--- src/rtl/exalu_cbc_sequencer_pkg.sv ---
// rtl/exalu_cbc_sequencer_pkg.sv - exalu op codes and CBC sequencer state encoding
package exalu_cbc_sequencer_pkg;

  localparam logic [2:0] ALU_ADD    = 3'h0;
  localparam logic [2:0] ALU_AESENC = 3'h1;
  localparam logic [2:0] ALU_AESDEC = 3'h2;
  localparam logic [2:0] ALU_XOR    = 3'h7;

  typedef enum logic [3:0] {
    S_IDLE,
    S_LOAD,
    S_PRE_XOR,
    S_AES_ISSUE,
    S_AES_WAIT_HI,
    S_AES_WAIT_LO,
    S_AES_DONE,
    S_POST_XOR,
    S_OUTPUT,
    S_FINISH
  } seqState_t;

endpackage

--- src/rtl/exalu_cbc_sequencer.sv ---
// rtl/exalu_cbc_sequencer.sv - AES-128-CBC multi-block sequencer driving exalu
module exalu_cbc_sequencer
  import exalu_cbc_sequencer_pkg::*;
#(
  parameter int NB_W         = 16,
  parameter int BUSY_TIMEOUT = 64
) (
  input  logic            clock,
  input  logic            reset,
  input  logic            cmd_valid,
  output logic            cmd_ready,
  input  logic            cmd_decrypt,
  input  logic [127:0]    cmd_key,
  input  logic [127:0]    cmd_iv,
  input  logic [NB_W-1:0] cmd_nblocks,
  input  logic            in_valid,
  output logic            in_ready,
  input  logic [127:0]    in_data,
  output logic            out_valid,
  input  logic            out_ready,
  output logic [127:0]    out_data,
  output logic            out_last,
  output logic            done,
  output logic            err,
  output logic            alu_we,
  output logic [2:0]      alu_control,
  output logic [255:0]    alu_d1,
  output logic [255:0]    alu_d2,
  input  logic [255:0]    alu_out,
  input  logic            alu_busy
);

  localparam int TW = $clog2(BUSY_TIMEOUT + 1);

  seqState_t       state;
  logic            isDec;
  logic [127:0]    key;
  logic [127:0]    chain;
  logic [127:0]    blk;
  logic [127:0]    aluD1Lo;
  logic [127:0]    aluD2Lo;
  logic [NB_W-1:0] remaining;
  logic [TW-1:0]   timer;
  logic [127:0]    aluLo;
  logic            unusedAluHi;

  // exalu operands live in the low half only; the upper half of its result is never consumed
  assign alu_d1      = {128'b0, aluD1Lo};
  assign alu_d2      = {128'b0, aluD2Lo};
  assign aluLo       = alu_out[127:0];
  assign unusedAluHi = ^alu_out[255:128];

  // command sequencer: every output is registered and set on entry to the state that owns it
  always_ff @(posedge clock) begin
    if (reset) begin
      state       <= S_IDLE;
      cmd_ready   <= 1'b1;
      in_ready    <= 1'b0;
      out_valid   <= 1'b0;
      out_last    <= 1'b0;
      out_data    <= '0;
      done        <= 1'b0;
      err         <= 1'b0;
      alu_we      <= 1'b0;
      alu_control <= ALU_ADD;
      aluD1Lo     <= '0;
      aluD2Lo     <= '0;
      isDec       <= 1'b0;
      key         <= '0;
      chain       <= '0;
      blk         <= '0;
      remaining   <= '0;
      timer       <= '0;
    end else begin
      done <= 1'b0;
      case (state)
        S_IDLE: begin
          if (cmd_valid) begin
            isDec     <= cmd_decrypt;
            key       <= cmd_key;
            chain     <= cmd_iv;
            remaining <= cmd_nblocks;
            err       <= 1'b0;
            cmd_ready <= 1'b0;
            if (cmd_nblocks == '0) begin
              state <= S_FINISH;
              done  <= 1'b1;
            end else begin
              state    <= S_LOAD;
              in_ready <= 1'b1;
            end
          end
        end
        S_LOAD: begin
          if (in_valid) begin
            blk         <= in_data;
            in_ready    <= 1'b0;
            aluD1Lo     <= in_data;
            aluD2Lo     <= isDec ? key : chain;
            alu_control <= isDec ? ALU_AESDEC : ALU_XOR;
            alu_we      <= isDec;
            state       <= isDec ? S_AES_ISSUE : S_PRE_XOR;
          end
        end
        S_PRE_XOR: begin
          // XOR is combinational in exalu, so the whitened block is ready this cycle
          blk         <= aluLo;
          aluD1Lo     <= aluLo;
          aluD2Lo     <= key;
          alu_control <= ALU_AESENC;
          alu_we      <= 1'b1;
          state       <= S_AES_ISSUE;
        end
        S_AES_ISSUE: begin
          timer <= '0;
          state <= S_AES_WAIT_HI;
        end
        S_AES_WAIT_HI: begin
          if (alu_busy) begin
            state <= S_AES_WAIT_LO;
          end else if (timer == TW'(BUSY_TIMEOUT - 1)) begin
            alu_we <= 1'b0;
            err    <= 1'b1;
            done   <= 1'b1;
            state  <= S_FINISH;
          end else begin
            timer <= timer + TW'(1);
          end
        end
        S_AES_WAIT_LO: begin
          if (!alu_busy) state <= S_AES_DONE;
        end
        S_AES_DONE: begin
          // alu_we is still high here, which returns exalu from Fin to Calc
          alu_we <= 1'b0;
          if (isDec) begin
            aluD1Lo     <= aluLo;
            aluD2Lo     <= chain;
            alu_control <= ALU_XOR;
            state       <= S_POST_XOR;
          end else begin
            chain     <= aluLo;
            out_data  <= aluLo;
            out_valid <= 1'b1;
            out_last  <= (remaining == NB_W'(1));
            state     <= S_OUTPUT;
          end
        end
        S_POST_XOR: begin
          chain     <= blk;
          out_data  <= aluLo;
          out_valid <= 1'b1;
          out_last  <= (remaining == NB_W'(1));
          state     <= S_OUTPUT;
        end
        S_OUTPUT: begin
          if (out_ready) begin
            out_valid <= 1'b0;
            out_last  <= 1'b0;
            remaining <= remaining - NB_W'(1);
            if (remaining == NB_W'(1)) begin
              done  <= 1'b1;
              state <= S_FINISH;
            end else begin
              in_ready <= 1'b1;
              state    <= S_LOAD;
            end
          end
        end
        S_FINISH: begin
          cmd_ready <= 1'b1;
          state     <= S_IDLE;
        end
        default: begin
          state <= S_IDLE;
        end
      endcase
    end
  end

endmodule
--- config.mk ---
export PLATFORM = sky130hd
export DESIGN_NAME = exalu_cbc_sequencer
export DESIGN_NICKNAME = d
export VERILOG_FILES = /design/src/rtl/exalu_cbc_sequencer_pkg.sv /design/src/rtl/exalu_cbc_sequencer.sv
export SDC_FILE = /design/constraint.sdc
export NUM_CORES = 2
export LEC_CHECK = 0
export BUFFER_PORTS_ARGS = -buffer_cell sky130_fd_sc_hd__buf_4
export CAP_MARGIN = 20
export CORE_AREA = 2 2 507 509
export CTS_CLUSTER_SIZE = 10
export DETAILED_ROUTE_END_ITERATION = 16
export DIE_AREA = 0 0 509 511
export GPL_TIMING_DRIVEN = 0
export SYNTH_ARGS = -nofsm -noshare
export SYNTH_HDL_FRONTEND = slang
export SYNTH_SLANG_ARGS = --single-unit
--- constraint.sdc ---
create_clock -name clock -period 4.3 [get_ports clock]
set_input_delay 0.43 -clock clock [delete_from_list [all_inputs] [get_ports clock]]
set_output_delay 0.43 -clock clock [all_outputs]
set_load 0.05 [all_outputs]
==> flow_metrics.env <==
export IMPL_drv_max_cap_violation_count=0
export IMPL_clk_pin_slew_ns=0.07
export IMPL_drt_wirelength_per_cell_um=27.2
export IMPL_dr_total_vias=40400
export IMPL_synthCells=4376
export IMPL_place_gp_congestion=0.971
export IMPL_core_area_um2=255000
export IMPL_dp_cells=8967
export IMPL_layout_worst_path_cycle_share=0.951
export IMPL_rows=186
export IMPL_setup_worst_path_end_class="flop"
export IMPL_ir_drop_mv=0.339
export IMPL_placed_area_um2=47900
export IMPL_floorplan_die_height_um=511
export IMPL_post_cts_resized=0
export IMPL_route_antenna_remaining_nets=0
export IMPL_worst_setup_path_start_kind="flop"
export IMPL_synth_cell_types=60
export IMPL_clock_tree_buffer_depth=3
export IMPL_multi_input_area_um2=16400
export IMPL_clock_tree_htree_level_count=3
export IMPL_dieArea_um2=260000
export IMPL_start_util=0.138
export IMPL_final_fill_count=28400
export IMPL_drt_wl_total_mm=263
export IMPL_outcome="complete, no violations"
export IMPL_grt_first_pass_wirelength_mm=342
export IMPL_worst_slew_pin_slew_ns=1.15
export IMPL_post_synth_cell_area_avg_um2=8.03
export IMPL_min_path_cells=3
export IMPL_dp_final_hpwl_mm=219
export IMPL_final_nets=6824
export IMPL_synthArstFlopShare=0
export IMPL_flow_area_growth_from_synthesis_pct=59.3
export IMPL_rsz0062_at_grt="false"
export IMPL_ff2ff_path_depth=10
export IMPL_ioPinCount=1313
export IMPL_die_w_um=509
export IMPL_regToRegEndpoint="aluD1Lo[11]$_SDFFE_PP0P_"
export IMPL_min_to="out_data[127]$_SDFFE_PP0P_"
export IMPL_numCtsBuffers=105
export IMPL_synth_largest_area_cell="sky130_fd_sc_hd__dfxtp_1"
export IMPL_remaining_drc_errors=0
export IMPL_crit_path_top_delay_cell="sky130_fd_sc_hd__clkbuf_1"
export IMPL_ys_warn_count=0
export IMPL_reg2reg_slack_ns=0.21
export IMPL_clock_root_buffer="sky130_fd_sc_hd__clkbuf_16"
export IMPL_drive_above_1_share=0.241
export IMPL_ys_dominant_reg_cell="sky130_fd_sc_hd__dfxtp_1"
export IMPL_ys_ff_latch=806
export IMPL_hp_class="input port to flop"
export IMPL_groute_usage_overall=0.193
export IMPL_globalRouteOverflowTotal=0
export IMPL_power_density_nw_per_um2=548
export IMPL_clock_tree_sinks=806
export IMPL_worst_ep_required_time_ns=4.92
export IMPL_worstSetupPathType="flop to flop"
export IMPL_worst_hold_startpoint="alu_out[127]"
export IMPL_synth_top_cells_by_area="sky130_fd_sc_hd__dfxtp_1 (46%), sky130_fd_sc_hd__nand2_1 (13%), sky130_fd_sc_hd__a311oi_1 (9.6%)"
export IMPL_path_common_cell="sky130_fd_sc_hd__buf_2"
export IMPL_clock_fmax_ghz=0.245
export IMPL_route_detailed_vias_per_inst=4.18
export IMPL_synth_top_area_frac=0.459
export IMPL_footprint_of_the_flip_flops_and_latches_um2=16100
export IMPL_drt_first_iter_violations=3568
export IMPL_worstPathCellList="nor2_1, clkbuf_1, nand3_1, a21oi_1, buf_2, clkbuf_2, buf_12, buf_2, a311oi_1, dlygate4sd3_1"
export IMPL_port_buffers=927
export IMPL_slew_limit_headroom=0.224
export IMPL_number_of_global_route_vias_before_repair=38600
export IMPL_worst_ep_arrival_time_ns=4.71
export IMPL_largest_net_degree_at_the_start_of_global_routing=15
export IMPL_setup_viol=0
export IMPL_power_leakage_nw=22.2
export IMPL_r2r_start="state[1]$_SDFFE_PP0P_"
export IMPL_time_the_final_worst_path_needs_with_i_o_delays_and_setup_ns=4.09
export IMPL_grt_antenna_before_repair=127
export IMPL_fin_cells=9665
export IMPL_cpPeakStageDelay_ns=0.62
export IMPL_firstDrtPassIters=8
export IMPL_ys_seq_area_frac=0.459
export IMPL_synth_edff_count=0
export IMPL_worst_skew_pair_late_latency_ns=0.76
export IMPL_synth_area_um2=35200
export IMPL_final_setup_skew_ns=0.0310
export IMPL_tritoncts="built"
export IMPL_maxSlewViolCount=0
export IMPL_hold_viol_final=0
export IMPL_design_area_um2=56000
export IMPL_critical_path_max_fanout=10
synthesized netlist by cell type (2+ instances only):
library cell	instances
sky130_fd_sc_hd__nand4_1	7
sky130_fd_sc_hd__nor3_1	11
sky130_fd_sc_hd__nand3_1	14
sky130_fd_sc_hd__o31a_2	2
sky130_fd_sc_hd__a311oi_1	384
sky130_fd_sc_hd__a32o_1	2
sky130_fd_sc_hd__nor2_1	528
sky130_fd_sc_hd__o21ai_0	17
sky130_fd_sc_hd__dfxtp_1	806
sky130_fd_sc_hd__nand2_1	1191
sky130_fd_sc_hd__ha_1	3
sky130_fd_sc_hd__o31ai_1	3
sky130_fd_sc_hd__inv_1	8
sky130_fd_sc_hd__o32ai_1	3
sky130_fd_sc_hd__o21a_1	3
sky130_fd_sc_hd__nor2b_1	5
sky130_fd_sc_hd__a31oi_1	3
sky130_fd_sc_hd__a32oi_1	2
sky130_fd_sc_hd__nand2b_1	4
sky130_fd_sc_hd__or3_1	3
sky130_fd_sc_hd__o211a_1	3
sky130_fd_sc_hd__buf_4	260
sky130_fd_sc_hd__a211oi_1	136
sky130_fd_sc_hd__a2111oi_0	3
sky130_fd_sc_hd__xnor2_1	4
sky130_fd_sc_hd__o41ai_1	2
sky130_fd_sc_hd__a22oi_1	129
sky130_fd_sc_hd__mux2i_1	129
sky130_fd_sc_hd__nor3b_1	3
sky130_fd_sc_hd__a21o_1	3
sky130_fd_sc_hd__buf_1	10
sky130_fd_sc_hd__nor4_1	4
sky130_fd_sc_hd__and3_1	2
sky130_fd_sc_hd__a22o_1	2
sky130_fd_sc_hd__buf_2	100
sky130_fd_sc_hd__o211ai_1	2
sky130_fd_sc_hd__a21oi_1	286
sky130_fd_sc_hd__clkbuf_1	276
sky130_fd_sc_hd__and4_1	2
sequential cells by signal, summed over array words and instances, names as in the netlist, 7 cells and up:
name and flops:
blk 128, aluD1Lo 128, remaining 16, aluD2Lo 128, out_data 128, timer 7
chain 128, key 128
what timing repair did:
action / in CTS / in global routing
setup buffers: 0 / 0
setup endpoints to repair: 0 / 0
hold endpoints to repair: 627 / 0
hold buffers: 468 / 0
report_power, final:
| group | switching, mW | leakage, nW | internal, mW |
|---|---|---|---|
| registers | 0.998 | 6.60 | 8.90 |
| logic | 8.37 | 14.0 | 3.61 |
| clock network | 3.76 | 1.61 | 5.07 |
| total | 13.1 | 22.2 | 17.6 |
cells by family after synthesis:
logic type | synth area share
other | 0.000107
adder cells (fa/ha/maj) | 0.00107
flip-flops | 0.459
multiplexers | 0.0370
AO/OA/AOI/OAI | 0.206
buffers and inverters | 0.101
AND/OR/NAND/NOR | 0.195
XOR/XNOR | 0.000996
how the worst max path moves through the flow:
stage | end | slack, ns | depth (start not counted) | start
2_1_floorplan | remaining[15]$_SDFFE_PP0P_ | 2.31 | 5 | remaining[8]$_SDFFE_PP0P_
6_report | aluD1Lo[11]$_SDFFE_PP0P_ | 0.21 | 10 | state[1]$_SDFFE_PP0P_
3_3_place_gp | out_data[66]$_SDFFE_PP0P_ | -0.83 | 8 | state[1]$_SDFFE_PP0P_
3_5_place_dp | chain[67]$_SDFFE_PP0P_ | 0.32 | 8 | state[0]$_SDFFE_PP0P_
5_1_grt | aluD1Lo[6]$_SDFFE_PP0P_ | 0.06 | 10 | state[1]$_SDFFE_PP0P_
4_1_cts | aluD1Lo[11]$_SDFFE_PP0P_ | 0.20 | 10 | state[1]$_SDFFE_PP0P_
metal layers:
metal / up-vias / global-route usage / routed length, µm
met5: - / 0 / 332
met2: 2240 / 0.294 / 112000
met4: 52 / 0.0776 / 11700
li1: 18300 / - / -
met1: 19300 / 0.246 / 111000
met3: 467 / 0.0683 / 28100
final cells by class:
cell class / instances / share of cell area
multi-input cells: 3170 / 0.293
flip-flops and latches: 806 / 0.288
repair buffers: 1420 / 0.217
well taps: 3384 / 0.0756
plain buffers: 646 / 0.0634
clock buffers: 140 / 0.0534
clock inverters: 27 / 0.00572
diodes: 63 / 0.00281
inverters: 9 / 0.000603
through the flow:
step | TNS (ns) | util | setup WS, ns | hold slack (ns) | power [mW]
finish | 0 | 0.219 | 0.210 | 0.0757 | 30.7
global placement | -125.79 | 0.185 | -0.826 | 0.441 | 21.3
detailed placement | 0 | 0.187 | 0.320 | 0.446 | 21.4
CTS | 0 | 0.219 | 0.199 | 0.000261 | 30.9
floorplan | 0 | - | 2.31 | 0.436 | 16.5
global route | 0 | 0.219 | 0.0553 | 0.0382 | 31.9
critical path, delay by kind of cell, from the launching register on:
kind | cells | cell delay, ns
buffers and inverters | 6 | 2.84
AO/OA/AOI/OAI | 2 | 0.40
flip-flops | 1 | 0.37
AND/OR/NAND/NOR | 2 | 0.31
layout by cell type (no fill, tap or decap), drive strengths merged, types with 3 or more instances in the layout:
master,Yosys,routed
buf,370,1322
nand2,1191,1191
dfxtp,806,806
nor2,529,529
dlygate4sd3,0,468
clkbuf,276,416
a311oi,384,384
a21oi,286,286
conb,1,256
a211oi,136,136
mux2i,129,129
a22oi,129,129
diode,0,63
o21ai,17,17
nand3,14,14
inv,9,14
clkinv,0,12
nor3,11,11
nand4,7,7
clkinvlp,0,6
nor2b,5,5
or3,5,5
nand2b,4,4
xnor2,4,4
nor4,4,4
bufinv,0,4
a21o,3,3
nor3b,3,3
o211a,3,3
a31oi,3,3
a2111oi,3,3
o21a,3,3
o31ai,3,3
o32ai,3,3
ha,3,3
Power figures use the tool's default switching activity.
